[src/rtl/md_seq_ctrl_pkg.sv]
// Shared encodings, state enum and helpers for the multiply/divide sequencer.
package md_pkg;
   localparam int MD_STEPS = 32;

   localparam logic [1:0] MD_MULT  = 2'b00;
   localparam logic [1:0] MD_MULTU = 2'b01;
   localparam logic [1:0] MD_DIV   = 2'b10;
   localparam logic [1:0] MD_DIVU  = 2'b11;

   localparam logic [31:0] MD_DIV0_QUO = 32'hFFFF_FFFF;

   typedef enum logic [1:0] {IDLE, MUL, DIV, DONE} md_state_e;

   // Magnitude of a 32-bit operand; 0x80000000 maps onto itself, which the unsigned core handles.
   function automatic logic [31:0] mag32(input logic [31:0] v, input logic sgn);
      return (sgn && v[31]) ? (~v + 32'd1) : v;
   endfunction
endpackage

[src/rtl/md_seq_ctrl_if.sv]
// Request/result bundle between the EX stage and the mul/div sequencer.
interface md_seq_ctrl_if;
   logic        req_valid;
   logic [1:0]  req_op;
   logic [31:0] src_a;
   logic [31:0] src_b;
   logic        annul;
   logic        busy;
   logic        stallreq;
   logic        res_valid;
   logic [31:0] res_hi;
   logic [31:0] res_lo;

   modport master (
      output req_valid, req_op, src_a, src_b, annul,
      input  busy, stallreq, res_valid, res_hi, res_lo
   );

   modport slave (
      input  req_valid, req_op, src_a, src_b, annul,
      output busy, stallreq, res_valid, res_hi, res_lo
   );
endinterface

[src/rtl/md_seq_ctrl_core.sv]
// Shared 64-bit accumulator: unsigned shift-add multiply or restoring divide, one step per cycle.
// raw_res is the accumulator value after the current step, so the last step can be captured directly.
module md_iter_core (
   input  logic        clk,
   input  logic        rst,
   input  logic        load,
   input  logic        step,
   input  logic        is_div,
   input  logic [31:0] a_mag,
   input  logic [31:0] b_mag,
   output logic [63:0] raw_res
);
   logic [63:0] acc;
   logic [31:0] opnd;
   logic        div_mode;
   logic [32:0] sum;
   logic [32:0] trial;

   // Multiply: {hi,lo} with multiplier in lo. Divide: {rem,quo} with dividend in quo.
   always_comb begin
      sum   = {1'b0, acc[63:32]} + (acc[0] ? {1'b0, opnd} : 33'd0);
      trial = acc[63:31] - {1'b0, opnd};
      if (div_mode)
         raw_res = trial[32] ? {acc[62:0], 1'b0} : {trial[31:0], acc[30:0], 1'b1};
      else
         raw_res = {sum, acc[31:1]};
   end

   always_ff @(posedge clk) begin
      if (rst) begin
         acc      <= '0;
         opnd     <= '0;
         div_mode <= 1'b0;
      end else if (load) begin
         acc      <= {32'd0, is_div ? a_mag : b_mag};
         opnd     <= is_div ? b_mag : a_mag;
         div_mode <= is_div;
      end else if (step) begin
         acc      <= raw_res;
      end
   end
endmodule

[src/rtl/md_seq_ctrl.sv]
// Multi-cycle MULT/MULTU/DIV/DIVU sequencer: 33-cycle accept-to-result (1 cycle for divide by zero),
// stalls the pipeline while working; annul abandons the operation without touching the result registers.
module md_seq_ctrl
   import md_pkg::*;
(
   input  logic            clk,
   input  logic            rst,
   md_seq_ctrl_if.slave    bus
);
   localparam int CNT_W = $clog2(MD_STEPS);

   md_state_e         state, state_n;
   logic [CNT_W-1:0]  cnt;
   logic              is_div_q, qneg_q, rneg_q;
   logic              load, step, accept, last;
   logic              op_is_mul, op_is_div, op_signed, div0;
   logic [31:0]       a_mag, b_mag;
   logic [63:0]       raw_res, fix;

   assign op_is_mul = (bus.req_op == MD_MULT) || (bus.req_op == MD_MULTU);
   assign op_is_div = (bus.req_op == MD_DIV)  || (bus.req_op == MD_DIVU);
   assign op_signed = (bus.req_op == MD_MULT) || (bus.req_op == MD_DIV);
   assign div0      = op_is_div && (bus.src_b == 32'd0);
   assign a_mag     = mag32(bus.src_a, op_signed);
   assign b_mag     = mag32(bus.src_b, op_signed);
   assign accept    = (state == IDLE) && bus.req_valid && !bus.annul;
   assign last      = (cnt == CNT_W'(MD_STEPS - 1));

   always_comb begin
      state_n = state;
      load    = 1'b0;
      step    = 1'b0;
      case (state)
         IDLE: if (accept) begin
            if (div0) begin
               state_n = DONE;
            end else begin
               load    = 1'b1;
               state_n = op_is_mul ? MUL : DIV;
            end
         end
         MUL, DIV: begin
            step = 1'b1;
            if (last) state_n = DONE;
         end
         DONE:    state_n = IDLE;
         default: state_n = IDLE;
      endcase
      if (bus.annul) begin
         state_n = IDLE;
         load    = 1'b0;
         step    = 1'b0;
      end
   end

   // Remainder follows the dividend's sign; quotient/product negate when operand signs differ.
   always_comb begin
      if (is_div_q)
         fix = {rneg_q ? -raw_res[63:32] : raw_res[63:32],
                qneg_q ? -raw_res[31:0]  : raw_res[31:0]};
      else
         fix = qneg_q ? -raw_res : raw_res;
   end

   always_ff @(posedge clk) begin
      if (rst) begin
         state      <= IDLE;
         cnt        <= '0;
         is_div_q   <= 1'b0;
         qneg_q     <= 1'b0;
         rneg_q     <= 1'b0;
         bus.res_hi <= '0;
         bus.res_lo <= '0;
      end else begin
         state <= state_n;
         if (load) begin
            cnt      <= '0;
            is_div_q <= op_is_div;
            qneg_q   <= op_signed && (bus.src_a[31] ^ bus.src_b[31]);
            rneg_q   <= op_signed && bus.src_a[31];
         end else if (step) begin
            cnt <= cnt + CNT_W'(1);
         end
         if (accept && div0) begin
            bus.res_hi <= bus.src_a;
            bus.res_lo <= MD_DIV0_QUO;
         end else if (step && last) begin
            bus.res_hi <= fix[63:32];
            bus.res_lo <= fix[31:0];
         end
      end
   end

   md_iter_core u_core (
      .clk     (clk),
      .rst     (rst),
      .load    (load),
      .step    (step),
      .is_div  (op_is_div),
      .a_mag   (a_mag),
      .b_mag   (b_mag),
      .raw_res (raw_res)
   );

   assign bus.busy      = (state != IDLE);
   assign bus.res_valid = (state == DONE) && !bus.annul;
   assign bus.stallreq  = bus.req_valid && !bus.res_valid && !bus.annul && !rst;
endmodule

[src/flat_wrapper.sv]
// flat-port wrapper written by rule: the top's interface ports become plain ports
module md_seq_ctrl_flat import md_pkg::*;
  (clk, rst, bus_req_valid, bus_req_op, bus_src_a, bus_src_b, bus_annul, bus_busy, bus_stallreq, bus_res_valid, bus_res_hi, bus_res_lo);
  md_seq_ctrl_if bus_i ();
  input  logic clk;
  input  logic rst;
  input wire logic [$bits(bus_i.req_valid)-1:0] bus_req_valid;
  input wire logic [$bits(bus_i.req_op)-1:0] bus_req_op;
  input wire logic [$bits(bus_i.src_a)-1:0] bus_src_a;
  input wire logic [$bits(bus_i.src_b)-1:0] bus_src_b;
  input wire logic [$bits(bus_i.annul)-1:0] bus_annul;
  output wire logic [$bits(bus_i.busy)-1:0] bus_busy;
  output wire logic [$bits(bus_i.stallreq)-1:0] bus_stallreq;
  output wire logic [$bits(bus_i.res_valid)-1:0] bus_res_valid;
  output wire logic [$bits(bus_i.res_hi)-1:0] bus_res_hi;
  output wire logic [$bits(bus_i.res_lo)-1:0] bus_res_lo;
  assign bus_i.req_valid = bus_req_valid;
  assign bus_i.req_op = bus_req_op;
  assign bus_i.src_a = bus_src_a;
  assign bus_i.src_b = bus_src_b;
  assign bus_i.annul = bus_annul;
  assign bus_busy = bus_i.busy;
  assign bus_stallreq = bus_i.stallreq;
  assign bus_res_valid = bus_i.res_valid;
  assign bus_res_hi = bus_i.res_hi;
  assign bus_res_lo = bus_i.res_lo;
  md_seq_ctrl u_core (.clk(clk), .rst(rst), .bus(bus_i));
endmodule
[config.mk]
export PLATFORM = sky130hd
export DESIGN_NAME = md_seq_ctrl_flat
export DESIGN_NICKNAME = d
export VERILOG_FILES = /design/src/rtl/md_seq_ctrl_pkg.sv /design/src/rtl/md_seq_ctrl_if.sv /design/src/rtl/md_seq_ctrl_core.sv /design/src/rtl/md_seq_ctrl.sv /design/src/flat_wrapper.sv
export SDC_FILE = /design/constraint.sdc
export NUM_CORES = 1
export LEC_CHECK = 0
export CAP_MARGIN = 20
export CORE_MARGIN = 1
export CORE_UTILIZATION = 50
export CTS_CLUSTER_SIZE = 20
export DETAILED_ROUTE_END_ITERATION = 6
export DONT_BUFFER_PORTS = 1
export GPL_ROUTABILITY_DRIVEN = 1
export PLACE_DENSITY = 0.68
export SLEW_MARGIN = 25
export SYNTH_ARGS = -nofsm -noshare
export SYNTH_HDL_FRONTEND = slang
export SYNTH_SLANG_ARGS = --single-unit
[constraint.sdc]
create_clock -name clk -period 5.1 [get_ports clk]
set_input_delay 0.51 -clock clk [delete_from_list [all_inputs] [get_ports clk]]
set_output_delay 0.51 -clock clk [all_outputs]
set_load 0.01 [all_outputs]
======== Word-level counts from Yosys, hierarchy flattened ========
Cells that the tools add are included.
storage, ports and cells
  register bits ........................... 170
  word-level logic and storage cells ...... 86
  input port bits ......................... 70
cells by class
  muxes and demuxes ....................... 28
  bitwise logic cells ..................... 3
  reductions and logical operators ........ 28
  $add $sub $neg .......................... 8
  eq/ne operators ......................... 9
operator list
  operator                                                         number
  32-bit two-way mux                                               13
  64-bit two-way mux                                               4
  32-bit by 1-bit adder with 32-bit output, second input constant  2
  32-bit negation                                                  2
  64-bit negation                                                  1
  32-bit inverter                                                  2
  32-bit by 32-bit adder with 33-bit output                        1
  33-bit by 32-bit subtractor with 33-bit output                   1
  32-bit zero test                                                 1
  1-bit logical AND                                                12
  2-bit == test, second input constant                             4
  2-bit two-way mux                                                4
  1-bit two-way mux                                                6
  2-bit one-hot mux with 3 select lines                            1
  2-bit nonzero test                                               3
  2-bit OR reduction                                               3
  5-bit by 1-bit adder with 5-bit output, second input constant    1
  5-bit == test, second input constant                             1
  2-bit by 1-bit == test with 1-bit output, second input constant  2
  2-bit zero test                                                  2
  2-bit by 1-bit != test with 1-bit output, second input constant  2
  1-bit zero test                                                  3
  1-bit logical OR                                                 3
  2-bit AND reduction                                              1
  1-bit bitwise XOR                                                1

======== Longest topological paths before layout ========
Gate-level depths: netlist of the first run.
  depth in word-level cells ............... 8
  depth in mapped cells ................... 23
  depth with buffers taken out ............ 22

======== Cells and area by module ========
From an unflattened synthesis of the first run, not the netlist that was laid out.
second synthesis, totals
  cells, all modules ...................... 2085
  area, all modules ....................... 15556.2 um2
modules (own cells, without submodules)
  module        area an instance (um2)  times used  seq. area each (um2)  cells each
  md_iter_core  9028.7                  1           1941.9                1192
  md_seq_ctrl   6527.5                  1           1481.4                893

======== Worst setup path before layout of the first run ========
Ideal clock, no wire load.
  kind .................................... register to register
  start point ............................. register u_core.is_div_q
  end point ............................... register u_core.bus.res_hi[18]
  arrival time ............................ 4.971 ns
  setup slack ............................. 0.054 ns
  buffers on the path ..................... 8
  stages on the path, launching flop included .. 22
  data required time ...................... 5.026 ns
  library setup time ...................... 0.074 ns
  cell sequence ........................... dfxtp_1 clkbuf_1 buf_1 buf_2 buf_2 buf_2 buf_2 buf_2 buf_2 mux2_2 inv_1 ha_1 o21ai_0 or3b_2 nand3b_1 or4_1 a22o_1 a211oi_1 a31oi_1 xnor2_1 nand3_1 a31oi_1
on the way
  cells in the longest elaborated chain, start to end .. 6
RTL lines
  what                                                             RTL line              text
  start, declared                                                  md_seq_ctrl.sv:14     logic is_div_q, qneg_q, rneg_q;
  start signal, assigned                                           md_seq_ctrl.sv:78     is_div_q <= op_is_div;
  64-bit two-way mux                                               -
  64-bit negation / 32-bit negation (equally long branches)        -
  64-bit two-way mux / 32-bit two-way mux (equally long branches)  -
  64-bit two-way mux *                                             md_seq_ctrl.sv:58     if (is_div_q)
  32-bit two-way mux *                                             md_seq_ctrl.sv:87     end else if (step && last) begin
  32-bit two-way mux *                                             md_seq_ctrl.sv:84     if (accept && div0) begin
  end signal, assigned                                             md_seq_ctrl.sv:85     bus.res_hi <= bus.src_a;
  end signal, assigned                                             md_seq_ctrl.sv:88     bus.res_hi <= fix[63:32];
  end, declared                                                    md_seq_ctrl_if.sv:21  output busy, stallreq, res_valid, res_hi, res_lo
Every way passes the cells marked *; elsewhere a longest branch is shown, timed or not. The select of a mux whose other input is x is not followed.
A chain may end at the register's enable or synchronous reset.

======== Worst setup path after layout of the first run ========
  start point ............................. register u_core.u_core.acc[0]
  end point ............................... register u_core.bus.res_hi[30]
on the way
  cells in the longest elaborated chain, start to end .. 8
RTL lines
  what                                                             RTL line                              text
  start, declared                                                  md_seq_ctrl_core.sv:13                logic [63:0] acc;
  start signal, assigned                                           md_seq_ctrl_core.sv:35                acc <= {32'd0, is_div ? a_mag : b_mag};
  start signal, assigned                                           md_seq_ctrl_core.sv:39                acc <= raw_res;
  32-bit two-way mux                                               md_seq_ctrl_core.sv:21                sum = {1'b0, acc[63:32]} + (acc[0] ? {1'b0, opnd} : 33'd0);
  32-bit by 32-bit adder with 33-bit output                        md_seq_ctrl_core.sv:21
  64-bit two-way mux *                                             md_seq_ctrl_core.sv:23                if (div_mode)
  64-bit negation / 32-bit negation (equally long branches)        md_seq_ctrl.sv:62, md_seq_ctrl.sv:59
  64-bit two-way mux / 32-bit two-way mux (equally long branches)  md_seq_ctrl.sv:62, md_seq_ctrl.sv:59
  64-bit two-way mux *                                             md_seq_ctrl.sv:58
  32-bit two-way mux *                                             md_seq_ctrl.sv:87
  32-bit two-way mux *                                             md_seq_ctrl.sv:84
Marked as above.

==> reports/metrics.yaml, run 1 <==
r2r_end: "u_core.bus.res_hi[30]"
maxCapViolCount: 0
cts_tree: "done"
irDropWorstVdd_mv: 0.419
cp-start-kind: "flip-flop"
violations: "design-rule violations"
grt_pass1_vias: 16151
core_sq_um: 30900
power.density_nw_per_um2: 253
cts.sinks: 170
critical_path.max_fanout: 4
cpLargestDelayFamily: "compound AO/OA/AOI/OAI gates"
p_leak_nw: 6.88
h-tree-depth: 4
slew_headroom_pct: 16.9
cp-startpoint: "u_core.u_core.acc[0]"
synth_edf_count: 0
die_w_um: 180
end_kind: "flip-flop"
netlist_area_sq_um: 15900
r2r_slack_ns: 0.20
async_flop_share_pct: 0
drc: 12
synth_flop_cell: "dfxtp_1"
tns_ns: 0
initial_core_util_pct: 51.4
worstPathArrival_ns: 5.25
hold_class: "input port to flip-flop"
r2r-start: "u_core.u_core.acc[0]"
viasPerCell: 6.54
crit_type: "flip-flop to flip-flop"
fmax_mhz: 204
placed_area_sq_um: 17000
antenna_left: 0
setup_violations: 0
clock_skew_ns: 0.0135
syn-num-nets: 2414
slew_viol_final: 0
holdWs_ns: 0.123
cts.hold.buffers_added: 0
cts_root_buffer: "clkbuf_16"
final_cells: 2710
die_h_um: 180
crit_buf_inv: 2
die_area_sq_um: 32500
worst_skew_pair.late_latency_ns: 0.46
vias: 17716
ys_types: 103
status: "complete, but fails checks"
drive_above_1_share_pct: 12.1
port-buffer-count: 0
syn_avg_cell_area_sq_um: 7.01
finalWirelength_um: 65200
rr_worst_depth: 18
ys_ff_latch: 170
rows: 64
fin_crit_ns: 4.90
clockBufferDepth: 2
rsz0062_at_grt: "no"
crit_required_ns: 5.45
grt_pass1_wl_um: 98700
syn_to_final_growth_pct: 11.7
final_common_cell: "nand2_1"
gp_congestion: 1.02
drt_pass1_iterations: 7
track_usage_pct: 39.4
crit_path_cell_trace: "buf_4 > and2_1 > ha_1 > fa_1 > a211oi_1 > o211ai_1 > buf_4 > nand3_1 > a21oi_1 > nand4bb_1 > o311ai_0 > a21oi_1 > o221ai_1 > or3_1 > or2_1 > or3_1 > o21ai_1 > o22ai_1"
final-hold-violation-count: 0
critPathSlowestCell: "o211ai_1"
ios: 137
seq_area_frac_synth_pct: 21.4
dp_cells: 2667
overflow: 0
cp.depth: 18
wire_per_inst_um: 24.1
post-route-period-util_pct: 96.1
slowest_delay_ns: 0.52
yosys_warnings: 0
worstMarginPinSlew_ns: 1.23
post-dp-hpwl_um: 50400
stdcell_area_sq_um: 17800
p_total_mw: 4.49
antenna_found_initial: 4
grt_max_degree: 129
final_cell_mix: "nand2_1 (323), nor2_1 (262), a21oi_1 (252)"
drtIter0Drc: 2063
cp-endpoint: "u_core.bus.res_hi[30]"
nets: 2443
synthCells: 2269
clk_pin_slew_worst_paths_ns: 0.08
numCtsBuffers: 17
==> through the flow <==
step,util [%],setup WS [ns]
floorplan,-,0.0543
global placement,55.0,0.154
detailed placement,55.0,-0.0596
CTS,56.8,0.00538
global route,57.4,0.00792
finish,57.4,0.201
==> worst min path at each step <==
| stage | start | to | slack (ns) | depth (start not counted) |
|---|---|---|---|---|
| after detailed placement | u_core.u_core.opnd[30] | u_core.u_core.opnd[30] | 0.44 | 2 |
| after floorplan | u_core.u_core.opnd[2] | u_core.u_core.opnd[2] | 0.43 | 2 |
| final | rst | u_core.bus.res_hi[7] | 0.12 | 1 |
| after CTS | rst | u_core.bus.res_hi[14] | 0.11 | 1 |
| after global routing | rst | u_core.bus.res_hi[7] | 0.12 | 1 |
| after global placement | u_core.u_core.opnd[30] | u_core.u_core.opnd[30] | 0.44 | 2 |
==> routing by layer <==
| layer | vias to the layer above | GRT usage [%] | wire length, um |
|---|---|---|---|
| li1 | 8230 | - | - |
| met1 | 8412 | 55.1 | 28600 |
| met2 | 958 | 54.8 | 26000 |
| met3 | 110 | 13.3 | 8110 |
| met4 | 6 | 15.8 | 2360 |
| met5 | - | 1.63 | 96 |
==> kinds of logic (layout without fill, tap and decap cells) <==
kind of cell	count (synthesis)	count (layout)	share of synthesized area, %
compound gates	725	725	29.8
simple gates	863	863	25.1
flops	170	170	21.4
other cells	0	3	0
mux	51	51	3.27
xor+xnor	160	160	8.81
buf+inv	225	267	5.71
fa+ha+maj	75	75	6.00
==> registers in the layout, indices dropped and copies added (netlist names) <==
register            count
u_core.u_core.acc      64
u_core.bus.res_hi      32
u_core.bus.res_lo      32
u_core.u_core.opnd     32
u_core.cnt              5
u_core.state            2
u_core.is_div_q         1
u_core.qneg_q           1
u_core.rneg_q           1
==> cells in the mapped netlist (all sizes together) (20+ instances only) <==
| library cell | instances | area [sq um] |
|---|---|---|
| nand2 | 324 | 1220 |
| nor2 | 263 | 990 |
| a21oi | 256 | 1300 |
| dfxtp | 170 | 3400 |
| o21ai | 142 | 718 |
| clkbuf | 104 | 390 |
| xnor2 | 99 | 867 |
| o211ai | 85 | 648 |
| inv | 76 | 285 |
| ha | 73 | 913 |
| xor2 | 61 | 534 |
| nor3 | 55 | 297 |
| buf | 45 | 231 |
| mux2i | 43 | 430 |
| a211oi | 37 | 293 |
| nand3 | 37 | 190 |
| a31oi | 31 | 194 |
| or3 | 24 | 155 |
| nor4 | 23 | 169 |
| a21o | 22 | 165 |
| nand4 | 21 | 131 |
| nor2b | 20 | 125 |
==> report_power, final <==
group          leakage, nW  internal (mW)  switching, mW
Combinational         5.22          0.666           1.09
Clock                0.275          0.654          0.646
Sequential            1.38           1.37         0.0531
Total                 6.88           2.69           1.79
==> area by class of cell <==
class / instances / area [sq um]
fill: 3044 / 13200
multi-input combinational: 1874 / 11700
sequential: 170 / 3410
timing repair buffer: 159 / 1250
tap: 396 / 495
clock buffer: 20 / 447
inverter: 76 / 285
clock inverter: 12 / 108
antenna: 3 / 7.51
==> repair_timing <==
item / 4_1_cts / 5_1_grt
setup endpoints to repair: 3 / 21
gates cloned: 0 / 0
buffers inserted: 1 / 7
pin swaps: 0 / 21
resized for setup: 3 / 33
Power figures use the tool's default switching activity.
==> run 2: changes to the inputs <==
- CORE_MARGIN: 1 -> 4
==> run 2 against run 1 <==
Compared with the run above: the run now ends clean; sequential cell count stayed put; worst setup slack worse by 0.060 ns; clock power is 5% higher; utilization is 1.1 points lower; first-iteration DRC count is 9.5% higher; via count is 1.4% lower; non-clock buffer count is 8 lower; fmax is 1.2% lower; critical path depth is 3 higher; cell area is 0.11% lower; highest routed layer unchanged.
==> reports/metrics.yaml, run 2 (synthesis gave the netlist of run 1 again) <==
port-buffer-count: 0  # unchanged
tns_ns: 0  # unchanged
die_h_um: 186  # +3.3%
setup_violations: 0  # unchanged
crit_required_ns: 5.48  # +0.03 ns
slew_headroom_pct: 23.0  # +6.0 points
die_w_um: 186  # +3.3%
worst_skew_pair.late_latency_ns: 0.45  # about the same
hold_depth: 1  # unchanged
rows: 65  # +1.6%
ios: 137  # unchanged
placed_area_sq_um: 16900  # -0.57%
switching_share_pct: 40.4  # +0.42 points
final_cells: 2705  # -0.18%
viasPerCell: 6.46  # -1.2%
critical_path.max_fanout: 6  # +2
h-tree-depth: 4  # unchanged
grt_max_degree: 129  # unchanged
netSwitchingPower_mw: 1.84  # +2.4%
largest_register_ffs: 64  # unchanged
fmax_mhz: 202  # -1.2%
final_cell_mix: "nand2_1 (323), nor2_1 (262), a21oi_1 (251)"
end_kind: "flip-flop"
die_area_sq_um: 34700  # +6.8%
p_leak_nw: 6.86  # -0.30%
status: "completed"
clock_skew_ns: 0.0161  # +0.00265 ns
maxCapViolCount: 0  # unchanged
syn_to_final_growth_pct: 11.6
drc: 0  # -12
num_antenna_cells: 0  # -3
drt_pass1_iterations: 6  # -1
nets: 2435  # -0.33%
hold_class: "input port to flip-flop"
pwr-share-comb_pct: 38.6  # -0.6 points
gp_congestion: 1.05  # +2.9%
cts.hold.buffers_added: 0  # unchanged
numCtsBuffers: 17  # unchanged
grt_pass1_wl_um: 97800  # -0.90%
antenna_found_initial: 1  # -3
wire_per_inst_um: 24.0  # -0.19%
initial_core_util_pct: 50.5  # -0.92 points
grt_pass1_vias: 16035  # -0.72%
clockBufferDepth: 2  # unchanged
track_usage_pct: 35.6  # -3.8 points
vias: 17466  # -1.4%
rsz0062_at_grt: "no"
final-hold-violation-count: 0  # unchanged
p_int_mw: 2.71  # +0.60%
power.density_nw_per_um2: 256  # +1.4%
core_sq_um: 31500  # +1.8%
clk_pin_slew_worst_paths_ns: 0.08  # about the same
drive_above_1_share_pct: 11.9  # -0.18 points
pwr-share-clk_pct: 30.0  # +1.0 points
rr_worst_depth: 21  # +3
post-route-period-util_pct: 97.3  # +1.2 points
largest-register: "u_core.u_core.acc"
p_total_mw: 4.55  # +1.3%
stdcell_area_sq_um: 17700  # -0.11%
drtIter0Drc: 2260  # +9.5%
worstPathArrival_ns: 5.33  # +0.08 ns
overflow: 0  # unchanged
cts_root_buffer: "clkbuf_16"
irDropWorstVdd_mv: 0.180  # -57%
dp_cells: 2662  # -0.19%
antenna_left: 0  # unchanged
post-dp-hpwl_um: 50900  # +1.0%
fin_crit_ns: 4.96  # +0.0604 ns
finalWirelength_um: 65000  # -0.37%
crit_type: "flip-flop to flip-flop"
cp-start-kind: "flip-flop"
slew_viol_final: 0  # unchanged
worstMarginPinSlew_ns: 1.14  # -0.0893 ns
cts_tree: "done"
final_common_cell: "nand2_1"
cts.sinks: 170  # unchanged
p_seq_share_pct: 31.4  # -0.4 points
## run 2: cell count changes in the layout (fill, tap and decap cells not counted), sizes merged
cell      previous run  this run
inv                 83        86
buf                159       151
diode                3         0
clkinvlp             0         1
clkinv               5         4
clkbuf              20        17
## run 2: final timing paths
path              slack (ns)                     end                    from
hold reg to reg         0.45  u_core.u_core.opnd[28]  u_core.u_core.opnd[28]
setup reg to reg        0.14   u_core.bus.res_hi[18]   u_core.u_core.acc[31]
setup / recovery        0.14   u_core.bus.res_hi[18]   u_core.u_core.acc[31]
hold / removal          0.13         u_core.state[0]               bus_annul
## run 2: critical path, cell delays in order, from the launching register on
cell	delay (ns)
dfxtp_2	0.35
inv_2	0.05
ha_4	0.16
inv_2	0.05
fa_2	0.23
a211oi_4	0.08
o31ai_4	0.34
o21a_1	0.19
o211ai_2	0.15
buf_6	0.18
a211o_4	0.37
a311oi_4	0.34
ha_2	0.25
inv_2	0.04
or4b_4	0.50
or4_4	0.56
a22o_1	0.22
a211oi_2	0.26
a31oi_1	0.14
xnor2_1	0.18
nand3_1	0.09
a31oi_1	0.16
## run 2: area by class of cell
class	instances	area [sq um]
fillers	3087	13700
multi-input cells	1874	11800
flip-flops and latches	170	3410
repair buffers	151	1170
well taps	402	503
clock buffers	17	425
inverters	76	285
clock inverters	15	173
## run 2: power groups by stage
| stage | clock network, mW | logic [mW] | registers, mW |
|---|---|---|---|
| after detailed placement | 0 | 1.64 | 1.46 |
| after CTS | 1.37 | 1.65 | 1.42 |
| after floorplan | 0 | 1.14 | 1.44 |
| final | 1.36 | 1.76 | 1.43 |
| after global routing | 1.43 | 1.87 | 1.43 |
| after global placement | 0 | 1.64 | 1.45 |
## run 2: through the flow
| stage | util [%] | hold WS, ns | worst slack (ns) |
|---|---|---|---|
| after floorplan | - | 0.432 | 0.0543 |
| after detailed placement | 53.7 | 0.444 | -0.0520 |
| after CTS | 55.6 | 0.122 | 0.0245 |
| after global placement | 53.7 | 0.438 | 0.157 |
| final | 56.4 | 0.131 | 0.140 |
| after global routing | 56.4 | 0.115 | 0.00916 |
## run 2: what timing repair did
action                                  4_1_cts  5_1_grt
pin swaps                                     1       21
buffers inserted                              0       11
endpoints found under the setup margin        1       18
gates cloned                                  0        0
resized for setup                             7       32
## run 2: metal layers
layer / share of wire [%] / vias to the layer above / global-route usage [%]
met2: 42 / 951 / 52.7
li1: - / 8214 / -
met5: 0.020 / - / 0
met3: 12 / 113 / 10.3
met4: 3.4 / 2 / 11.1
met1: 43 / 8186 / 50.2
==> run 3: changes to the inputs <==
- HOLD_SLACK_MARGIN: unset -> 0.12
- SYNTH_HIERARCHICAL: unset -> 1
==> run 3 against run 2 <==
Compared with the run above: the run now ends with negative setup slack left; power is 3.4% higher; area after synthesis fell by 2.1%; register-to-register slack got worse by 0.17 ns; highest routed layer unchanged.
==> reports/metrics.yaml, run 3 <==
slew_viol_final: 0  # unchanged
fillCellCount: 2852  # -7.6%
port-buffer-count: 0  # unchanged
fin_crit_ns: 5.13  # +0.175 ns
yosys_warnings: 6  # +6
setup_violations: 1  # +1
synth_area_leaders: "dfxtp_1 (22%), ha_1 (5.9%), nor2_1 (5.8%), xnor2_1 (5.5%), mux2_2 (5.3%)"
yosys.area_share.simple_pct: 24.5  # -0.59 points
h-tree-depth: 4  # unchanged
synth_top_family_by_area: "simple AND/OR/NAND/NOR gates"
critical_path.max_fanout: 6  # unchanged
nets: 2300  # -5.5%
synth_compound_area_share_pct: 23.7  # -6.1 points
viasPerCell: 6.42  # -0.52%
largest_register_ffs: 64  # unchanged
die_h_um: 184  # -1.0%
drtIter0Drc: 1546  # -32%
synthCells: 2085  # -8.1%
hold_class: "input port to flip-flop"
grt_pass1_vias: 15717  # -2.0%
worstMarginPinSlew_ns: 0.937  # -0.207 ns
synthAdderAreaFrac_pct: 6.13  # +0.13 points
grt_max_degree: 117  # -9.3%
antenna_left: 0  # unchanged
clockBufferDepth: 2  # unchanged
grt_pass1_wl_um: 91800  # -6.2%
vias: 16463  # -5.7%
ios: 137  # unchanged
grt_use_met1_pct: 41.1  # -9.1 points
cts_root_buffer: "clkbuf_16"
irDropWorstVdd_mv: 0.307  # +70%
fmax_mhz: 195  # -3.4%
crit_path_cell_trace: "inv_2 > ha_4 > nand4_1 > or2_1 > or4_4 > a21oi_4 > nor3_4 > o31ai_2 > buf_4 > xor2_4 > buf_12 > mux2_4 > nand2_2 > nand2_2 > or4_4 > buf_6 > nor4_4 > buf_4 > nand4_1 > or4_1 > and3_4 > a22o_1"
tns_ns: -0.0345  # -0.0345 ns
top_usage_layer: "met2"
netlist_area_sq_um: 15600  # -2.1%
syn_to_final_growth_pct: 15.9
maxCapViolCount: 0  # unchanged
seq_area_frac_synth_pct: 22.0  # +0.60 points
final_cell_mix: "nor2_1 (237), nand2_1 (187), buf_4 (173)"
drc: 0  # unchanged
numCtsBuffers: 17  # unchanged
rsz0062_at_grt: "yes"
syn_avg_cell_area_sq_um: 7.46  # +6.5%
synth_flop_cell: "dfxtp_1"
synth_xor_area_share_pct: 9.00  # +0.19 points
post-dp-hpwl_um: 46900  # -7.9%
crit_type: "flip-flop to flip-flop"
fin_ws_ns: -0.0345  # -0.175 ns
die_area_sq_um: 34000  # -2.1%
final_common_cell: "nor2_1"
p_total_mw: 4.70  # +3.4%
drive_above_1_share_pct: 18.8  # +6.9 points
end_kind: "flip-flop"
post-route-period-util_pct: 101  # +3.4 points
ys_types: 84  # -18%
slowest_delay_ns: 0.58  # +0.02 ns
violations: "negative setup slack"
grtUsageMet3_pct: 7.89  # -2.4 points
finalWirelength_um: 61000  # -6.2%
slew_headroom_pct: 37.5  # +15 points
overflow: 0  # unchanged
grt_use_met2_pct: 57.0  # +4.3 points
clock_skew_ns: 0.0117  # -0.00443 ns
die_w_um: 184  # -1.0%
syn-num-nets: 2230  # -7.6%
cp-start-kind: "flip-flop"
status: "complete, but fails checks"
power.density_nw_per_um2: 261  # +1.7%
ys_ff_latch: 171  # +0.59%
cts_tree: "done"
crit_required_ns: 5.45  # -0.03 ns
final-hold-violation-count: 0  # unchanged
largest-register: "u_core/u_core/acc"
async_flop_share_pct: 0  # unchanged
wire_per_inst_um: 23.8  # -0.99%
p_leak_nw: 7.28  # +6.2%
core_sq_um: 30700  # -2.6%
track_usage_pct: 34.7  # -0.87 points
initial_core_util_pct: 50.7  # +0.21 points
cts.sinks: 171  # +0.59%
rows: 64  # -1.5%
num_antenna_cells: 0  # unchanged
worstPathArrival_ns: 5.48  # +0.15 ns
yosysTopAreaCell: "dfxtp_1"
post-synth-top-area-fraction_pct: 22.0  # +0.60 points
synth_most_common_cell: "nor2_1"
synth_common_cells: "nor2_1 (242), nand2_1 (192), dfxtp_1 (171)"
synth_edf_count: 0  # unchanged
critPathSlowestCell: "or4_4"
gp_congestion: 1.06  # +0.82%
worst_skew_pair.late_latency_ns: 0.45  # about the same
synth_mux_area_share_pct: 9.53  # +6.3 points
drt_pass1_iterations: 5  # -1
antenna_found_initial: 1  # unchanged
place_ws_ns: -0.280  # -0.229 ns
clk_pin_slew_worst_paths_ns: 0.07  # about the same
[run 3: cell types whose count changed in the layout (fill, tap and decap cells not counted), moves of 25 or more]
cell      before  now
o21ai_0      124   88
a21oi_1      251  156
buf_4        147  173
nor2_1       262  237
nand2_1      323  187
o211ai_1      83   19
mux2_2         8   70
[run 3: cell type report]
class | count | area [sq um] | area share (%)
Clock buffer | 18 | 429 | 2.38
Timing Repair Buffer | 183 | 1470 | 8.16
Clock inverter | 13 | 179 | 0.992
Tap cell | 396 | 495 | 2.75
Multi-Input combinational cell | 1715 | 11800 | 65.2
Sequential cell | 171 | 3440 | 19.1
Inverter | 67 | 253 | 1.40
[run 3: final timing paths]
path | startpoint | to | slack [ns] | cells after the start
worst max-delay path | u_core/u_core/opnd[24] | u_core/bus.res_hi[27] | -0.03 | 22
worst min-delay path | bus_annul | u_core/state[1] | 0.14 | 1
worst min register to register | u_core/u_core/opnd[26] | u_core/u_core/opnd[26] | 0.49 | 2
worst max register to register | u_core/u_core/opnd[24] | u_core/bus.res_hi[27] | -0.03 | 22
[run 3: what timing repair did]
item                                   CTS  global route
setup endpoints to repair               22            32
gates resized for setup                 21            81
endpoints found under the hold margin    7             0
hold buffers                             2             0
setup buffers                            0            14
pin swaps                                0            35
cloned                                   0             2
[run 3: cell families (layout without fill, tap and decap cells)]
family | after synthesis | in the layout
multiplexers | 139 | 139
AO/OA/AOI/OAI | 558 | 558
AND/OR/NAND/NOR | 784 | 784
adder cells (fa/ha/maj) | 75 | 75
flip-flops | 171 | 171
buffers and inverters | 199 | 281
XOR/XNOR | 159 | 159
[run 3: critical path, delay by kind of cell, from the launching register on]
kind | cells | cell delay (ns)
xor+xnor | 1 | 0.15
simple gates | 11 | 2.71
flops | 1 | 0.35
compound gates | 3 | 0.58
fa+ha+maj | 1 | 0.25
mux | 1 | 0.31
buf+inv | 5 | 0.68
[run 3: stage by stage]
| stage | utilization (%) | cell area [sq um] | instances | hold slack, ns |
|---|---|---|---|---|
| floorplan | - | 15600 | 2085 | 0.467 |
| global placement | 54.8 | 16800 | 2515 | 0.481 |
| detailed placement | 54.8 | 16800 | 2515 | 0.486 |
| CTS | 57.2 | 17500 | 2548 | 0.122 |
| global route | 58.8 | 18000 | 2563 | 0.121 |
| finish | 58.8 | 18000 | 2563 | 0.142 |
[run 3: report_power, final]
| part | switching [mW] | leakage (nW) | internal, mW |
|---|---|---|---|
| registers | 0.0589 | 1.39 | 1.39 |
| logic | 1.05 | 5.59 | 0.794 |
| clock network | 0.623 | 0.302 | 0.785 |
| total | 1.73 | 7.28 | 2.97 |
[run 3: per-layer routing]
layer | wire, um | vias up
met5 | 11 | -
met1 | 23300 | 7762
met3 | 4800 | 229
met4 | 4700 | 2
met2 | 28200 | 765
li1 | - | 7705
